==> config.mk <==
export PLATFORM = sky130hd
export DESIGN_NAME = vram_slot_arbiter
export DESIGN_NICKNAME = d
export VERILOG_FILES = /design/src/rtl/vram_slot_arbiter.sv
export SDC_FILE = /design/constraint.sdc
export NUM_CORES = 1
export LEC_CHECK = 0
export BUFFER_PORTS_ARGS = -buffer_cell sky130_fd_sc_hd__buf_2
export CAP_MARGIN = 25
export CORE_AREA = 4 4 75 77
export CTS_CLUSTER_SIZE = 16
export DETAILED_ROUTE_END_ITERATION = 6
export DIE_AREA = 0 0 79 81
export PLACE_DENSITY = 0.85
export SLEW_MARGIN = 10
export SYNTH_ARGS = -nofsm -noshare
export SYNTH_HDL_FRONTEND = slang
export SYNTH_SLANG_ARGS = --single-unit
==> constraint.sdc <==
create_clock -name clk -period 5.3 [get_ports clk]
set_input_delay 1.06 -clock clk [delete_from_list [all_inputs] [get_ports clk]]
set_output_delay 1.06 -clock clk [all_outputs]
set_load 0.02 [all_outputs]
==> src/rtl/vram_slot_arbiter.sv <==
// Time-slot arbiter sharing the 16-bit bitmap VRAM between video fetch and CPU byte accesses.
// Define VRAM_CPU_ACTIVE_EN to also grant the CPU phases 1-3 of active display.
module vram_slot_arbiter #(
   parameter int AW     = 14,
   parameter int CPU_AW = 15
) (
   input  logic              clk,
   input  logic              reset_n,
   input  logic              ce5,
   input  logic [8:0]        hcount,
   input  logic [7:0]        vcount,
   input  logic              hblank,
   input  logic              vblank,
   input  logic              cpu_req,
   input  logic              cpu_we,
   input  logic [CPU_AW-1:0] cpu_addr,
   input  logic [7:0]        cpu_wdata,
   output logic              cpu_ack,
   output logic [7:0]        cpu_rdata,
   output logic              ram_en,
   output logic              ram_we,
   output logic [1:0]        ram_be,
   output logic [AW-1:0]     ram_addr,
   output logic [15:0]       ram_wdata,
   input  logic [15:0]       ram_rdata,
   output logic [15:0]       vid_data,
   output logic              vid_strobe
);

   localparam logic [1:0] IDLE    = 2'd0;
   localparam logic [1:0] ISSUE   = 2'd1;
   localparam logic [1:0] CAPTURE = 2'd2;

   logic [1:0] state;
   logic       owner_cpu;
   logic       lane_hi;
   logic       video_slot;
   logic       cpu_slot;
   logic       unused_hcount_msb;

   // Blanking alone decides whether pixel 256+ is fetched, so the count MSB is not needed.
   assign unused_hcount_msb = hcount[8];

   always_comb begin
      video_slot = (hcount[1:0] == 2'b00) && !hblank && !vblank;
`ifdef VRAM_CPU_ACTIVE_EN
      cpu_slot   = !video_slot;
`else
      cpu_slot   = hblank || vblank;
`endif
   end

   always_ff @(posedge clk or negedge reset_n) begin
      if (!reset_n) begin
         state      <= IDLE;
         owner_cpu  <= 1'b0;
         lane_hi    <= 1'b0;
         ram_en     <= 1'b0;
         ram_we     <= 1'b0;
         ram_be     <= 2'b00;
         ram_addr   <= '0;
         ram_wdata  <= 16'h0000;
         cpu_ack    <= 1'b0;
         cpu_rdata  <= 8'h00;
         vid_data   <= 16'h0000;
         vid_strobe <= 1'b0;
      end else begin
         ram_en     <= 1'b0;
         cpu_ack    <= 1'b0;
         vid_strobe <= 1'b0;
         case (state)
            IDLE: begin
               // A slot only counts on a ce5 edge; the video fetch always beats a pending CPU request.
               if (ce5 && video_slot) begin
                  state     <= ISSUE;
                  ram_en    <= 1'b1;
                  ram_we    <= 1'b0;
                  ram_be    <= 2'b11;
                  ram_addr  <= AW'({vcount, hcount[7:2]});
                  owner_cpu <= 1'b0;
               end else if (ce5 && cpu_slot && cpu_req) begin
                  state     <= ISSUE;
                  ram_en    <= 1'b1;
                  ram_we    <= cpu_we;
                  ram_be    <= cpu_addr[0] ? 2'b10 : 2'b01;
                  ram_addr  <= cpu_addr[CPU_AW-1:1];
                  ram_wdata <= {cpu_wdata, cpu_wdata};
                  lane_hi   <= cpu_addr[0];
                  owner_cpu <= 1'b1;
               end
            end
            ISSUE: begin
               state <= CAPTURE;
            end
            CAPTURE: begin
               state <= IDLE;
               if (owner_cpu) begin
                  cpu_ack <= 1'b1;
                  if (!ram_we) begin
                     cpu_rdata <= lane_hi ? ram_rdata[15:8] : ram_rdata[7:0];
                  end
               end else begin
                  vid_data   <= ram_rdata;
                  vid_strobe <= 1'b1;
               end
            end
            default: begin
               state <= IDLE;
            end
         endcase
      end
   end

endmodule

### Word level (Yosys, flattened, before mapping)

Cells that the tools add are included.

| storage, ports and cells | value |
|---|---|
| flip-flop bits (word level) | 64 |
| bits of input ports | 63 |
| output and inout port bits | 60 |
| word-level logic and storage cells | 53 |

| cells by class | value |
|---|---|
| eq/ne operators | 3 |
| muxes and demuxes | 20 |
| bitwise logic cells | 3 |
| reduce and logical (&&, ||, !) cells | 15 |

Operators with widths:

| cell | number |
|---|---|
| two-way mux 14 bit | 2 |
| two-way mux 1 bit | 11 |
| two-way mux 2 bit | 5 |
| two-way mux 8 bit | 1 |
| AND reduction 3 bit | 2 |
| logical AND 1 bit | 5 |
| zero test 2 bit | 2 |
| case mux 2 bit (2 select lines) | 1 |
| AND reduction 2 bit | 2 |
| != test 3 bit (second input constant) | 1 |
| inverter 1 bit | 3 |
| equality test 2 x 1 -> 1 bit (second input constant) | 1 |
| equality test 2 bit (second input constant) | 1 |
| zero test 1 bit | 2 |
| nonzero test 2 bit | 1 |
| logical OR 1 bit | 1 |

### Longest topological paths before layout

| depth | value |
|---|---|
| depth after elaboration | 6 |
| depth in mapped cells | 5 |
| gate-level depth less buffers | 3 |

### Worst setup path after synthesis

OpenSTA, ideal clock, no wires.

| path | value |
|---|---|
| path type | input to register |
| start | in hcount[1] |
| end | reg ram_addr[10] |
| setup time | 0.123 ns |
| data arrival time | 2.290 ns |
| required time | 5.177 ns |
| setup slack | 2.887 ns |
| stages on the path | 5 |
| buffers on the path | 2 |
| cell sequence | or4_4 -> or2_1 -> buf_6 -> buf_6 -> o221a_1 |

| between the ends | value |
|---|---|
| longest elaborated chain between the ends | 6 |
| elaborated cells on any way between the ends | 7 |
| those cells by class | mux (1); reduce/logical (6) |

Ends and longest elaborated chain:

| item | line | source |
|---|---|---|
| start: declaration | 10 | `input logic [8:0] hcount,` |
| zero test 2 bit * | 45 | `video_slot = (hcount[1:0] == 2'b00) && !hblank && !vblank;` |
| logical AND 1 bit * (2 in a row) | 45 |  |
| logical AND 1 bit * | 74 | `if (ce5 && video_slot) begin` |
| nonzero test 2 bit (no line) | - |  |
| AND reduction 2 bit (no line) | - |  |
| end signal: assignment | 79 | `ram_addr <= AW'({vcount, hcount[7:2]});` |
| end signal: assignment | 86 | `ram_addr <= cpu_addr[CPU_AW-1:1];` |
| end: declaration | 23 | `output logic [AW-1:0] ram_addr,` |

Every way passes the cells marked *; elsewhere a longest branch is shown, timed or not.
A chain may end at the register's enable or synchronous reset.

### Worst setup path after layout

| path | value |
|---|---|
| start | in ce5 |
| end | reg ram_wdata[7] |

| between the ends | value |
|---|---|
| longest elaborated chain between the ends | 3 |
| elaborated cells on any way between the ends | 5 |
| those cells by class | bitwise (1); reduce/logical (4) |

Ends and longest elaborated chain:

| item | line | source |
|---|---|---|
| start: declaration | 9 | `input logic ce5,` |
| logical AND 1 bit, on equally long branches | 81, 74 |  |
| logical AND 1 bit or inverter 1 bit (tied branches) | - |  |
| AND reduction 3 bit (no line) * | - |  |
| end signal: assignment | 87 | `ram_wdata <= {cpu_wdata, cpu_wdata};` |
| end: declaration | 24 | `output logic [15:0] ram_wdata,` |

Marked as above.

==> metrics.txt <==
Synth cell types=26; initial core utilization=0.468; NumNets Final=345; R2R setup slack=2.90 ns; P&R area growth vs syn=30.2%; Power Density=492 nW/um^2; mapped cell area=2340 sq um; switching share of power=0.371; Post-Layout Cell Count=353; Post-CTS Resized=0; Via density=5.04; IO Count=123; largest net degree at the start of global routing=57; fin crit period=2.76 ns; Area after DPL=2940 sq um; Post-Place Cells=345; final hold slack=0.488 ns; remaining global-route overflow=0; Worst Skew=0.00716 ns; Slew @ Worst Pin=0.903 ns; worst stage delay on the critical path=0.80 ns; endpoints failing hold=0; combinational share of power=0.382; unrepaired setup endpoints after global routing=false; Worst Hold End=state[1]; Arr. time, crit path=2.96 ns; Crit Path Max Fanout=21; Syn Inst Count=170; Die Span Y=81 microns; RD Place Congestion=0.760; Ant. Diodes=0; CP max stage cell=nor2_1; die width=79 microns; port buffer count=121; Clk Tree Root Cell=clkbuf_8; CTS tree=yes; Mapped Nets=233; Flop pwr share=0.432; CP cell instances=buf_2 > or3b_1 > nor2_1 > mux2_2; Setup TNS=0 ns; highest-count cells in the layout ignoring fill and taps=121 x buf_2, 56 x dfrtp_1, 25 x mux2_2, 14 x or3_1; kind of critical path=input port to flop; Layout Cell Area excl Fill=3050 sq um; Period Utilization, post-route=0.522; Hold Path Origin=state[1]; gr usage total=0.166; layout cell share with drive strength beyond 1=0.590; Die Area=6400 sq um; Final Max Slew Viols=0; Pwr Total=1.50 mW; Antenna Nets Post-Route=0; CTS Buffer Depth=2; max-cap viol count=0; Worst Reg2Reg Path Length in Cells=3; synthesized flop and latch total=56; relative slew slack=0.396; switching power=556 uW; Int Pwr=945 uW; global-route wire length before repair=8340 microns; Reg-to-Reg End=ram_wdata[7]; Leakage=1.48 nW; R2R Path Start=state[1]; Hold Buf Count CTS=0; peak supply drop=0.238 mV; vias in the first global route=1748; drt drc=0; Buf/Inv on CP=1; kind of start point of the critical path=input port; DR WL/cell=15.0 microns; Via Count=1779; Skew-Pair Late Insertion Delay=0.30 ns; initial antenna violation count=0; register area share after synthesis=0.598; H-tree depth=2; Mean Syn Cell Area=13.8 sq um; Rows=26; final wirelength=5300 microns; CTS Buf Count=5; CTS Sinks=56; commonest non-fill, non-tap cell in the layout=buf_2; clock slew at the register clock pins of the worst setup and hold paths=0.10 ns; DP Wirelength=3990 microns; Initial DRT Pass Iterations=4; CP required=5.49 ns; Clk network pwr share=0.186; final setup violation count=0; CP top delay family=simple AND/OR/NAND/NOR gates; HP Class=flop to flop; Critical Path Sink Type=flop; hold depth=1; CORE AREA=5010 sq um; initial DRC count=94; status=finished clean; Crit. path cell count=4; Post-CTS Setup Inserts=0; Max Fclk=0.362 GHz; YS warnings=0
-- registers in the layout, summed over array words and instances (netlist names) --
signal / count
vid_strobe: 1
vid_data: 16
ram_we: 1
ram_wdata: 8
cpu_rdata: 8
ram_be: 2
owner_cpu: 1
cpu_ack: 1
state: 2
lane_hi: 1
ram_en: 1
ram_addr: 14
-- power by group through the flow --
stage	combinational, mW	clock (mW)	sequential [mW]
after floorplan	0.203	0	0.826
after global placement	0.570	0	0.649
after detailed placement	0.582	0	0.657
after CTS	0.582	0.291	0.650
after global routing	0.613	0.308	0.668
final	0.574	0.279	0.648
-- per-stage QoR --
stage	utilization	worst slack [ns]
floorplan	-	2.89
global placement	0.585	2.23
detailed placement	0.586	2.18
CTS	0.609	2.52
global route	0.609	2.42
finish	0.609	2.54
-- how the worst max path moves through the flow --
stage,from,end,slack [ns]
3_3_place_gp,ce5,ram_wdata[7],2.23
3_5_place_dp,ce5,ram_wdata[7],2.18
4_1_cts,ce5,ram_wdata[7],2.52
6_report,ce5,ram_wdata[7],2.54
2_1_floorplan,hcount[1],ram_addr[10],2.89
5_1_grt,ce5,ram_wdata[10],2.42
-- logic make-up (layout without fill, tap and decap cells) --
logic type	count (synthesis)	in the layout	share of synthesized area
AND/OR/NAND/NOR	30	30	0.0791
multiplexers	33	33	0.154
buffers and inverters	21	134	0.0588
AO/OA/AOI/OAI	30	30	0.110
flip-flops	56	56	0.598
-- synth_stat cells (all sizes together) --
library cell  number  area share
or3b               1      0.0037
or4                1      0.0048
o2bb2ai            1      0.0037
mux2i              8       0.034
or3               14       0.037
buf               14       0.048
o32a               1      0.0043
nor2               9       0.014
a21oi             10       0.023
o221a             14       0.067
o311ai             1      0.0037
nor3b              1      0.0053
inv                1      0.0016
dfrtp             56        0.60
nor4bb             1      0.0043
clkbuf             6      0.0096
or2                1      0.0027
o21ai              2      0.0043
and3b              1      0.0037
nor2b              1      0.0027
mux2              25        0.12
a21o               1      0.0032
-- layer usage --
metal	track usage	vias to the layer above	wire [microns]
li1	-	841	-
met1	0.204	860	2090
met2	0.292	69	2760
met3	0.0388	9	356
met4	0.0515	0	91
met5	0	-	0
-- area by class of cell --
cell class | instances | area (sq um)
fill | 425 | 1960
tap | 70 | 87.6
multi-input combinational | 93 | 810
inverter | 1 | 3.75
clock inverter | 2 | 38.8
clock buffer | 6 | 72.6
sequential | 56 | 1400
timing repair buffer | 125 | 636
Note: power is estimated with default switching activity, not from simulation.
